**config.mk**
```make
export PLATFORM = sky130hd
export DESIGN_NAME = id_ex_stage
export DESIGN_NICKNAME = d
export VERILOG_FILES = /design/src/rtl/id_ex_stage.sv
export SDC_FILE = /design/constraint.sdc
export NUM_CORES = 1
export LEC_CHECK = 0
export BUFFER_PORTS_ARGS = -buffer_cell sky130_fd_sc_hd__buf_4
export CELL_PAD_IN_SITES_DETAIL_PLACEMENT = 0
export CELL_PAD_IN_SITES_GLOBAL_PLACEMENT = 1
export CORE_MARGIN = 8
export CORE_UTILIZATION = 35
export CTS_CLUSTER_DIAMETER = 100
export DETAILED_ROUTE_END_ITERATION = 6
export GPL_ROUTABILITY_DRIVEN = 0
export PLACE_DENSITY_LB_ADDON = 0.25
export SYNTH_ARGS = -nofsm -noshare
export SYNTH_HDL_FRONTEND = slang
export SYNTH_SLANG_ARGS = --single-unit
```
**constraint.sdc**
```tcl
create_clock -name clk -period 4.4 [get_ports clk]
set_clock_uncertainty 0.15 [all_clocks]
set_input_delay 0.44 -clock clk [delete_from_list [all_inputs] [get_ports clk]]
set_output_delay 0.44 -clock clk [all_outputs]
set_load 0.05 [all_outputs]
```
**src/rtl/id_ex_stage.sv**
```systemverilog
`default_nettype none
// ============================================================================
//  Module      : id_ex_stage
//  Description : ID/EX pipeline register feeding the 32-bit MIPS ALU.
//                Decodes ALUOp/funct into the 4-bit ALU control code,
//                selects register or extended immediate for operand B,
//                and registers everything for one cycle. Supports stall
//                (hold) and flush (bubble).
//                Optional macro FORWARDING_EN adds EX/MEM and MEM/WB
//                operand forwarding ahead of the pipeline register.
//  Revision    : 1.0  initial release
// ============================================================================
module id_ex_stage #(
    parameter int W      = 32,
    parameter int REG_AW = 5
) (
    input  logic              clk,
    input  logic              rst,
    input  logic              stall,
    input  logic              flush,
    input  logic              in_valid,
    input  logic [1:0]        alu_op,
    input  logic [5:0]        funct,
    input  logic              alu_src,
    input  logic [W-1:0]      rs_data,
    input  logic [W-1:0]      rt_data,
    input  logic [15:0]       imm16,
    input  logic [REG_AW-1:0] rd_in,
    input  logic              reg_write_in,
`ifdef FORWARDING_EN
    input  logic [REG_AW-1:0] rs_addr,
    input  logic [REG_AW-1:0] rt_addr,
    input  logic              exmem_we,
    input  logic [REG_AW-1:0] exmem_rd,
    input  logic [W-1:0]      exmem_data,
    input  logic              memwb_we,
    input  logic [REG_AW-1:0] memwb_rd,
    input  logic [W-1:0]      memwb_data,
`endif
    output logic              ex_valid,
    output logic [3:0]        alu_ctl,
    output logic [W-1:0]      alu_a,
    output logic [W-1:0]      alu_b,
    output logic [W-1:0]      rt_data_out,
    output logic [REG_AW-1:0] rd_out,
    output logic              reg_write_out,
    output logic              illegal_funct
);

    // ALUOp encodings from the main decoder
    localparam logic [1:0] c_OP_ADD   = 2'b00;
    localparam logic [1:0] c_OP_SUB   = 2'b01;
    localparam logic [1:0] c_OP_RTYPE = 2'b10;
    localparam logic [1:0] c_OP_OR    = 2'b11;

    // R-type function codes understood by the ALU
    localparam logic [5:0] c_FN_ADD = 6'h20;
    localparam logic [5:0] c_FN_SUB = 6'h22;
    localparam logic [5:0] c_FN_AND = 6'h24;
    localparam logic [5:0] c_FN_OR  = 6'h25;
    localparam logic [5:0] c_FN_SLT = 6'h2A;

    // ALU control codes
    localparam logic [3:0] c_CTL_AND = 4'h0;
    localparam logic [3:0] c_CTL_OR  = 4'h1;
    localparam logic [3:0] c_CTL_ADD = 4'h2;
    localparam logic [3:0] c_CTL_SUB = 4'h6;
    localparam logic [3:0] c_CTL_SLT = 4'h7;
    localparam logic [3:0] c_CTL_BAD = 4'hF;

    logic [3:0]        w_alu_ctl;
    logic              w_illegal;
    logic [W-1:0]      w_ext_imm;
    logic [W-1:0]      w_rs_val;
    logic [W-1:0]      w_rt_val;
    logic [W-1:0]      w_alu_b;

    logic              r_ex_valid;
    logic [3:0]        r_alu_ctl;
    logic [W-1:0]      r_alu_a;
    logic [W-1:0]      r_alu_b;
    logic [W-1:0]      r_rt_data;
    logic [REG_AW-1:0] r_rd;
    logic              r_reg_write;
    logic              r_illegal;

    // ALU control decode; unknown R-type funct flags an illegal instruction
    always_comb begin
        w_alu_ctl = c_CTL_ADD;
        w_illegal = 1'b0;
        case (alu_op)
            c_OP_ADD: w_alu_ctl = c_CTL_ADD;
            c_OP_SUB: w_alu_ctl = c_CTL_SUB;
            c_OP_OR:  w_alu_ctl = c_CTL_OR;
            c_OP_RTYPE: begin
                case (funct)
                    c_FN_ADD: w_alu_ctl = c_CTL_ADD;
                    c_FN_SUB: w_alu_ctl = c_CTL_SUB;
                    c_FN_AND: w_alu_ctl = c_CTL_AND;
                    c_FN_OR:  w_alu_ctl = c_CTL_OR;
                    c_FN_SLT: w_alu_ctl = c_CTL_SLT;
                    default: begin
                        w_alu_ctl = c_CTL_BAD;
                        w_illegal = 1'b1;
                    end
                endcase
            end
            default: w_alu_ctl = c_CTL_ADD;
        endcase
    end

    // Logical ori zero-extends; arithmetic and address ops sign-extend
    always_comb begin
        if (alu_op == c_OP_OR) begin
            w_ext_imm = {{(W-16){1'b0}}, imm16};
        end else begin
            w_ext_imm = {{(W-16){imm16[15]}}, imm16};
        end
    end

`ifdef FORWARDING_EN
    // Operand forwarding: MEM/WB applied first so the younger EX/MEM result overrides it
    always_comb begin
        w_rs_val = rs_data;
        w_rt_val = rt_data;
        if (memwb_we && (memwb_rd != '0) && (memwb_rd == rs_addr)) begin
            w_rs_val = memwb_data;
        end
        if (exmem_we && (exmem_rd != '0) && (exmem_rd == rs_addr)) begin
            w_rs_val = exmem_data;
        end
        if (memwb_we && (memwb_rd != '0) && (memwb_rd == rt_addr)) begin
            w_rt_val = memwb_data;
        end
        if (exmem_we && (exmem_rd != '0) && (exmem_rd == rt_addr)) begin
            w_rt_val = exmem_data;
        end
    end
`else
    // Without forwarding the register-file values pass straight through
    always_comb begin
        w_rs_val = rs_data;
        w_rt_val = rt_data;
    end
`endif

    // Operand B source select
    always_comb begin
        w_alu_b = alu_src ? w_ext_imm : w_rt_val;
    end

    // Pipeline register: rst > flush > stall > load; an invalid load is a bubble
    always_ff @(posedge clk or posedge rst) begin
        if (rst) begin
            r_ex_valid  <= 1'b0;
            r_alu_ctl   <= '0;
            r_alu_a     <= '0;
            r_alu_b     <= '0;
            r_rt_data   <= '0;
            r_rd        <= '0;
            r_reg_write <= 1'b0;
            r_illegal   <= 1'b0;
        end else if (flush || (!stall && !in_valid)) begin
            r_ex_valid  <= 1'b0;
            r_alu_ctl   <= '0;
            r_alu_a     <= '0;
            r_alu_b     <= '0;
            r_rt_data   <= '0;
            r_rd        <= '0;
            r_reg_write <= 1'b0;
            r_illegal   <= 1'b0;
        end else if (!stall) begin
            r_ex_valid  <= 1'b1;
            r_alu_ctl   <= w_alu_ctl;
            r_alu_a     <= w_rs_val;
            r_alu_b     <= w_alu_b;
            r_rt_data   <= w_rt_val;
            r_rd        <= rd_in;
            r_reg_write <= reg_write_in & ~w_illegal;
            r_illegal   <= w_illegal;
        end
    end

    assign ex_valid      = r_ex_valid;
    assign alu_ctl       = r_alu_ctl;
    assign alu_a         = r_alu_a;
    assign alu_b         = r_alu_b;
    assign rt_data_out   = r_rt_data;
    assign rd_out        = r_rd;
    assign reg_write_out = r_reg_write;
    assign illegal_funct = r_illegal;

endmodule
`default_nettype wire

```
==> impl_metrics.tcl, run 1 <==
set metrics [dict create \
    status "finished clean" \
    routed_wl_microns 13000 \
    ir_worst_vdd_v 0.000187 \
    start_util_pct 35.6 \
    final_cell_mix "buf_4, dfrtp_1, a22o_1" \
    clockBufferDepth 2 \
    grt.total_usage_pct 16.2 \
    synth-seq-cells 108 \
    setup_slack_ps 2650 \
    grt_pass1_vias 3659 \
    area_delta_synth_final_pct 45.0 \
    die_y_microns 126 \
    ys_warn_count 0 \
    cp.arrival_ps 1870 \
    rsz0062_at_grt "false" \
    cts_tree "yes" \
    crit_path_max_incr_delay_ps 860 \
    finalSetupViolCount 0 \
    hold_buffers 0 \
    required_ps 4520 \
    drv_slew 0 \
    dp_hpwl_microns 9100 \
    dpl.cell_count 662 \
    dr.pass1.iters 4 \
    crit_fanout 107 \
    critPathKind "in2reg" \
    clockRootBuffer "clkbuf_16" \
    synthTopCellsByArea "dfrtp_1, a22o_1, mux2i_1" \
    pwr-share-clk_pct 35.6 \
    via_per_inst 5.04 \
    switching_power_mw 0.614 \
    final.min_clock_period_ps 1750 \
    avgSynthCellArea_sq_um 12.8 \
    p_int_mw 1.64 \
    synth_cells 331 \
    crit_slowest_cell "buf_4" \
    port_buffers 207 \
    path_clk_slew_ps 60 \
    core-area_sq_um 11900 \
    grt_max_degree 108 \
    cts_resized 0 \
    power.leakage_nw 3.23 \
    tightest_slew_ps 1140 \
    crit_chain "buf_4, nor2b_4, buf_4, a22o_1" \
    synth_top_area_share_pct 63.8 \
    fmax_mhz 570 \
    seq_power_share_pct 46.7 \
    layout_commonest_cell "buf_4" \
    dr_total_vias 3407 \
    powerDensity_nw_per_um2 367 \
    synth_top_cell_by_area "dfrtp_1" \
    synth.distinct_cells 28 \
    swShare_pct 27.2 \
    rows 40 \
    nets 626 \
    slew-limit-headroom_pct 23.7 \
    stdcell_count 676 \
    ys_seq_area_share_pct 63.8 \
    cp-end-kind "flop" \
    fillerInstances 1074 \
    ant_nets 0 \
    totalPowerFinal_mw 2.26 \
    cap_viol_max_count 0 \
    drtIter0Drc 250 \
    post_cts_buffers 0 \
    drive_gt1_share_pct 45.2 \
    clock_latency_ps 330 \
    grt_overflow 0 \
    combinationalPowerShare_pct 17.7 \
    die_width_microns 126 \
    startpoint_type "input port" \
    diodes 0 \
    wl_per_cell_microns 19.2 \
    netlist_area_sq_um 4240 \
    timing.final.crit_share_pct 39.8 \
    die-area_sq_um 15900 \
    cts_max_level 3 \
    place_ws_ps 2300 \
    ios 208 \
    cp_common_cell "buf_4" \
    antenna_found_initial 0 \
    synth_nets 431 \
    hold_class "in2async" \
    utilization_pct 51.6 \
    numCtsBuffers 9 \
    hold_violations 0 \
    post-route-drc-count 0 \
    final.setup.tns_ps 0 \
    clock_sinks 108 \
    grt_pass1_wl_microns 20500 \
]
[worst paths after layout]
path | startpoint | endpoint | slack (ps) | depth (start not counted)
max reg2reg | rt_data_out[20]$_DFFE_PP0P_ | rt_data_out[20]$_DFFE_PP0P_ | 3510 | 1
min | rst | alu_a[20]$_DFFE_PP0P_ | 150 | 3
max in group asynchronous | rst | alu_ctl[2]$_DFFE_PP0P_ | 3450 | 3
min in group clk | flush | ex_valid$_DFFE_PP0P_ | 160 | 2
max | stall | alu_a[26]$_DFFE_PP0P_ | 2650 | 4
min reg2reg | alu_b[3]$_DFFE_PP0P_ | alu_b[3]$_DFFE_PP0P_ | 330 | 2
[power groups by stage]
stage | clock network (mW) | registers [mW] | logic (mW)
final | 0.802 | 1.05 | 0.400
after global routing | 0.863 | 1.06 | 0.425
after CTS | 0.829 | 1.05 | 0.407
after detailed placement | 0 | 1.07 | 0.407
after global placement | 0 | 1.07 | 0.403
after floorplan | 0 | 1.21 | 0.0994
[sequential cells by signal, indices dropped and copies added (netlist names)]
name,count
reg_write_out,1
alu_b,32
ex_valid,1
alu_a,32
illegal_funct,1
rt_data_out,32
alu_ctl,4
rd_out,5
[cell type report]
class                   instances  area (sq um)  share of cell area, %
clock inverters                 2          35.0                  0.570
inverters                       2          10.0                  0.163
well taps                     147           184                   2.99
multi-input cells             194          1370                   22.3
clock buffers                  12           256                   4.18
repair buffers                211          1580                   25.8
flip-flops and latches        108          2700                   44.0
[cells by family after synthesis]
kind of cell	synth area share, %
AOI/OAI and AO/OA	21.0
DFF	63.8
and+or+nand+nor	6.82
buffers and inverters	4.19
muxes	4.02
xor gates and xnor gates	0.207
[through the flow]
step	instance area [sq um]	hold WS, ps
after floorplan	4240	356
after global placement	5850	313
after detailed placement	5850	320
after CTS	6140	151
after global routing	6140	155
final	6140	150
[synthesized netlist by cell type, drive strengths merged]
cell / n
dfrtp: 108
a22o: 70
o21ai: 35
nand2: 34
buf: 25
mux2i: 17
nor2: 17
nor2b: 5
a32o: 3
clkbuf: 2
inv: 2
nand3b: 2
nor3b: 2
a21boi: 1
a21oi: 1
and2: 1
nand2b: 1
nand3: 1
nor3: 1
o41ai: 1
or3b: 1
xor2: 1
[critical path, delay by kind of cell]
kind,cells,cell delay [ps]
AND/OR/NAND/NOR,1,130
buffers and inverters,2,970
AO/OA/AOI/OAI,1,290
[routing by layer]
metal	vias to the layer above	GRT usage (%)	wire length (microns)
met5	-	0	0
met4	0	5.52	193
met3	13	6.24	1200
met2	144	25.4	6080
met1	1658	20.1	5510
li1	1592	-	-
Power figures use the tool's default switching activity.
==> run 2: changes to the inputs <==
--- a/config.mk
+++ b/config.mk
@@ -5,11 +5,12 @@
 export SDC_FILE = /design/constraint.sdc
 export NUM_CORES = 1
 export LEC_CHECK = 0
+export ABC_AREA = 1
 export BUFFER_PORTS_ARGS = -buffer_cell sky130_fd_sc_hd__buf_4
 export CELL_PAD_IN_SITES_DETAIL_PLACEMENT = 0
 export CELL_PAD_IN_SITES_GLOBAL_PLACEMENT = 1
 export CORE_MARGIN = 8
-export CORE_UTILIZATION = 35
+export CORE_UTILIZATION = 34
 export CTS_CLUSTER_DIAMETER = 100
 export DETAILED_ROUTE_END_ITERATION = 6
 export GPL_ROUTABILITY_DRIVEN = 0
==> constraint.sdc (replaced) <==
create_clock -name clk -period 1.8 [get_ports clk]
set_clock_uncertainty 0.15 [all_clocks]
set_input_delay 0.18 -clock clk [delete_from_list [all_inputs] [get_ports clk]]
set_output_delay 0.18 -clock clk [all_outputs]
set_load 0.05 [all_outputs]
==> run 2 against run 1 <==
Effect of this change: count of clock-buffer cells in the layout is 1 lower; global-route usage up 1.9 points; flip-flop and latch count unchanged; cell area rose by 15%.
==> impl_metrics.tcl, run 2 <==
set metrics [dict create \
    clock_sinks 108 \
    finalInstanceArea_sq_um 7070 \
    synth_nets 487 \
    die_width_microns 128 \
    stdcell_count 843 \
    via_per_inst 4.73 \
    rsz0062_at_grt "false" \
    dp_hpwl_microns 9630 \
    synth.distinct_cells 20 \
    drive_gt1_share_pct 34.6 \
    port_buffers 207 \
    synth-edff-count 0 \
    cp.arrival_ps 1650 \
    final.setup.tns_ps 0 \
    finalSetupViolCount 0 \
    ys_warn_count 0 \
    hold_violations 0 \
    grt_overflow 0 \
    netlist_area_sq_um 4240 \
    ios 208 \
    dpl.cell_count 745 \
    grt_max_degree 108 \
    slew-limit-headroom_pct 67.3 \
    synth_top_area_share_pct 63.8 \
    die-area_sq_um 16300 \
    status "finished clean" \
    wl_per_cell_microns 17.3 \
    fmax_mhz 649 \
    clockBufferDepth 2 \
    grt.total_usage_pct 18.1 \
    post-route-drc-count 0 \
    totalPowerFinal_mw 5.86 \
    cts_max_level 3 \
    crit_path_max_incr_delay_ps 540 \
    final_cell_mix "buf_4, dfrtp_1, dlygate4sd3_1" \
    nets 770 \
    clockRootBuffer "clkbuf_16" \
    path_clk_slew_ps 70 \
    ys_seq_area_share_pct 63.8 \
    synth_flop_cell "dfrtp_1" \
    cap_viol_max_count 0 \
    dr.pass1.iters 5 \
    critPathKind "in2reg" \
    routed_wl_microns 14500 \
    path_buf_inv 2 \
    powerDensity_nw_per_um2 829 \
    drtIter0Drc 237 \
    hold_class "in2reg" \
    cp_common_cell "nand2_1" \
    die_y_microns 128 \
    dr_total_vias 3988 \
    crit_fanout 16 \
    start_util_pct 35.0 \
    antenna_found_initial 1 \
    power.leakage_nw 3.65 \
    numCtsBuffers 9 \
    ant_nets 0 \
    final.min_clock_period_ps 1540 \
    worst_hold_slack_ps 4.61 \
    cts_tree "yes" \
    timing.final.crit_share_pct 85.6 \
    tightest_slew_ps 489 \
    drv_slew 0 \
    layout_commonest_cell "buf_4" \
    ir_worst_vdd_v 0.000586 \
    synth_top_cell_by_area "dfrtp_1" \
    clock_latency_ps 340 \
    dpl_cell_area_sq_um 5960 \
    setup_slack_ps 259 \
    cts_resized 0 \
    hold_buffers 82 \
    rows 40 \
    startpoint_type "input port" \
    yosysMostFrequentCell "dfrtp_1" \
    synth-seq-cells 108 \
    utilization_pct 58.4 \
    synth_commonest_cells "dfrtp_1, nand2_1, a22o_1" \
    synthTopCellsByArea "dfrtp_1, a22o_1, nand2_1" \
    core-area_sq_um 12100 \
    area_delta_synth_final_pct 66.7 \
    required_ps 1910 \
    critPathTopFamily "buffers and inverters" \
    place_ws_ps 250 \
    crit_chain "dlygate4sd3_1, buf_4, nand2_1, nand2_1, nand2_1, nand2_1, o21ai_0" \
    cp-end-kind "flop" \
    grt_pass1_vias 4305 \
    async_flop_share_pct 100 \
    crit_slowest_cell "dlygate4sd3_1" \
    avgSynthCellArea_sq_um 11.0 \
    grt_pass1_wl_microns 23500 \
    post_cts_buffers 0 \
    synth_cells 387 \
]
-- run 2: changes by cell type after synthesis, sizes merged, moves of 2 or more --
| cell | before | now |
|---|---|---|
| o21ai | 35 | 53 |
| buf | 25 | 20 |
| nor2b | 5 | 0 |
| mux2i | 17 | 7 |
| nor2 | 17 | 29 |
| nand2 | 34 | 76 |
| nand3 | 1 | 3 |
| nor3b | 2 | 0 |
| a32o | 3 | 0 |
| inv | 2 | 21 |
| clkbuf | 2 | 5 |
| a22o | 70 | 60 |
| nand3b | 2 | 0 |
-- run 2: final timing paths --
check / startpoint / end / slack, ps / cells past startpoint
max reg2reg: alu_ctl[2]$_DFFE_PP0P_ / alu_ctl[2]$_DFFE_PP0P_ / 880 / 4
max in group asynchronous: rst / alu_a[8]$_DFFE_PP0P_ / 620 / 4
min in group asynchronous: rst / rt_data_out[12]$_DFFE_PP0P_ / 270 / 3
min reg2reg: rt_data_out[7]$_DFFE_PP0P_ / rt_data_out[7]$_DFFE_PP0P_ / 340 / 2
max: alu_op[1] / alu_b[24]$_DFFE_PP0P_ / 260 / 7
min: imm16[10] / alu_b[10]$_DFFE_PP0P_ / 5 / 3
-- run 2: logic make-up after synthesis --
family                 share of synthesized area (%)
AOI/OAI and AO/OA                               18.9
buffers and inverters                           5.43
DFF                                             63.8
muxes                                           1.65
and+or+nand+nor                                 10.3
-- run 2: worst reg2reg max path, delay by kind of cell, from the launching register on --
kind,cells,cell delay (ps)
DFF,1,390
AOI/OAI and AO/OA,1,110
and+or+nand+nor,2,100
buffers and inverters,1,60
-- run 2: power by group --
group	leakage [nW]	internal (mW)	switching, mW
Clock	0.136	1.07	0.845
Sequential	1.46	2.55	0.0748
Combinational	2.05	0.520	0.797
-- run 2: cell type report --
type | count | area [sq um]
diodes | 1 | 2.50
clock buffers | 11 | 233
clock inverters | 4 | 51.3
fillers | 1043 | 5040
inverters | 21 | 83.8
multi-input cells | 233 | 1310
flip-flops and latches | 108 | 2700
well taps | 168 | 210
repair buffers | 297 | 2470
-- run 2: layer usage --
layer	wire length (microns)	GRT usage, %	up-vias	share of wire [%]
met5	0	0	-	0
met4	74	3.92	0	0.51
met3	1400	7.90	8	9.6
met2	7170	30.2	162	49
met1	5910	21.2	1932	41
li1	-	-	1886	-
==> run 3: changes to the inputs <==
--- a/config.mk
+++ b/config.mk
@@ -15,6 +15,7 @@
 export DETAILED_ROUTE_END_ITERATION = 6
 export GPL_ROUTABILITY_DRIVEN = 0
 export PLACE_DENSITY_LB_ADDON = 0.25
+export RECOVER_POWER = 50
 export SYNTH_ARGS = -nofsm -noshare
 export SYNTH_HDL_FRONTEND = slang
 export SYNTH_SLANG_ARGS = --single-unit
==> run 3 against run 2 <==
Effect of this change: sequential power is essentially flat; via count about the same; sequential share of layout area grew 0.14 points; final cell count is the same; maximum frequency shrank 2.0%.
==> impl_metrics.tcl, run 3 (synthesis gave the netlist of run 2 again) <==
set metrics [dict create \
    status "finished clean" \
    utilization_pct 58.2 \
    clock_sinks 108 \
    clockBufferDepth 2 \
    fillerInstances 1054 \
    cts_tree "yes" \
    ios 208 \
    hp-start "imm16[10]" \
    startpoint_type "input port" \
    antenna_found_initial 1 \
    worstReg2RegStart "alu_ctl[2]$_DFFE_PP0P_" \
    numCtsBuffers 9 \
    drtIter0Drc 256 \
    grt_overflow 0 \
    cp-end-kind "flop" \
    crit_fanout 107 \
    tightest_slew_ps 937 \
    core-area_sq_um 12100 \
    nets 770 \
    fmax_mhz 636 \
    layout_commonest_cell "buf_4" \
    rrSetupSlack_ps 880 \
    startpoint "stall" \
    area_delta_synth_final_pct 66.1 \
    port_buffers 207 \
    hold_violations 0 \
    powerDensity_nw_per_um2 832 \
    hold_class "in2reg" \
    crit_chain "clkbuf_1, nor2_1, nor2_1, nand2_1, clkinvlp_2, buf_6, a22o_1" \
    worst_hold_slack_ps 3.36 \
    r2r-end "alu_ctl[2]$_DFFE_PP0P_" \
    power.leakage_nw 3.62 \
    place_ws_ps 250 \
    setup_slack_ps 227 \
    grt_max_degree 108 \
    final.setup.tns_ps 0 \
    ir_worst_vdd_v 0.000596 \
    post-route-drc-count 0 \
    slew-limit-headroom_pct 37.2 \
    wl_per_cell_microns 17.3 \
    rows 40 \
    critical_path.endpoint "alu_a[11]$_DFFE_PP0P_" \
    routed_wl_microns 14600 \
    ant_nets 0 \
    die_width_microns 128 \
    required_ps 1920 \
    start_util_pct 35.0 \
    rr_worst_depth 4 \
    cp_common_cell "nor2_1" \
    path_clk_slew_ps 70 \
    rsz0062_at_grt "false" \
    clock_latency_ps 340 \
    grt.total_usage_pct 18.1 \
    cts_max_level 3 \
    die-area_sq_um 16300 \
    grt_pass1_wl_microns 23500 \
    critPathKind "in2reg" \
    crit_slowest_cell "buf_6" \
    finalSetupViolCount 0 \
    die_y_microns 128 \
    via_per_inst 4.73 \
    dr_total_vias 3987 \
    final.min_clock_period_ps 1570 \
    drv_slew 0 \
    dp_hpwl_microns 9630 \
    crit_path_max_incr_delay_ps 560 \
    cap_viol_max_count 0 \
    clockRootBuffer "clkbuf_16" \
    dr.pass1.iters 5 \
    timing.final.crit_share_pct 87.4 \
    grt_pass1_vias 4305 \
    cp.arrival_ps 1700 \
    drive_gt1_share_pct 34.1 \
    final_cell_mix "buf_4, dfrtp_1, dlygate4sd3_1" \
]
run 3: metrics by stage:
stage                     instances  area (sq um)  power [mW]
after floorplan                 387          4240        3.35
after global placement          745          5960        3.83
after detailed placement        745          5960        3.84
after CTS                       842          7070        5.94
after global routing            843          7040        6.11
final                           843          7040        5.86
run 3: worst min path at each step:
stage,cells past startpoint,slack [ps],to
finish,3,3,alu_b[10]$_DFFE_PP0P_
detailed placement,2,70,rt_data_out[12]$_DFFE_PP0P_
global placement,2,70,rt_data_out[12]$_DFFE_PP0P_
global route,3,10,alu_ctl[0]$_DFFE_PP0P_
floorplan,1,180,alu_a[0]$_DFFE_PP0P_
CTS,3,2,alu_b[10]$_DFFE_PP0P_
run 3: layer usage:
layer  GRT usage [%]  vias up  routed length (microns)
met5               0        -                        0
met4            3.92        0                      107
met3            7.90       10                     1380
met2            30.2      153                     7120
met1            21.2     1940                     5970
li1                -     1884                        -
run 3: repair_timing:
item / 4_1_cts / 5_1_grt
hold buffers: 82 / 0
setup buffers: 0 / 0
gates resized for setup: 0 / 0
endpoints found under the hold margin: 113 / 0
run 3: power by group:
group	internal (mW)	leakage, nW	switching, mW	total, mW
clock network	1.07	0.136	0.853	1.93
registers	2.55	1.46	0.0749	2.62
logic	0.513	2.03	0.795	1.31
run 3: final cells by class:
class / count / area [sq um] / share of cell area, %
Clock inverter: 4 / 51.3 / 0.728
Sequential cell: 108 / 2700 / 38.4
Multi-Input combinational cell: 233 / 1310 / 18.6
Antenna cell: 1 / 2.50 / 0.0355
Timing Repair Buffer: 297 / 2450 / 34.8
Clock buffer: 11 / 233 / 3.30
Tap cell: 168 / 210 / 2.98
Inverter: 21 / 81.3 / 1.15
run 3: critical path: cells and delay by family:
family                 cells  cell delay [ps]
and+or+nand+nor            3              300
buffers and inverters      3              820
AOI/OAI and AO/OA          1              270
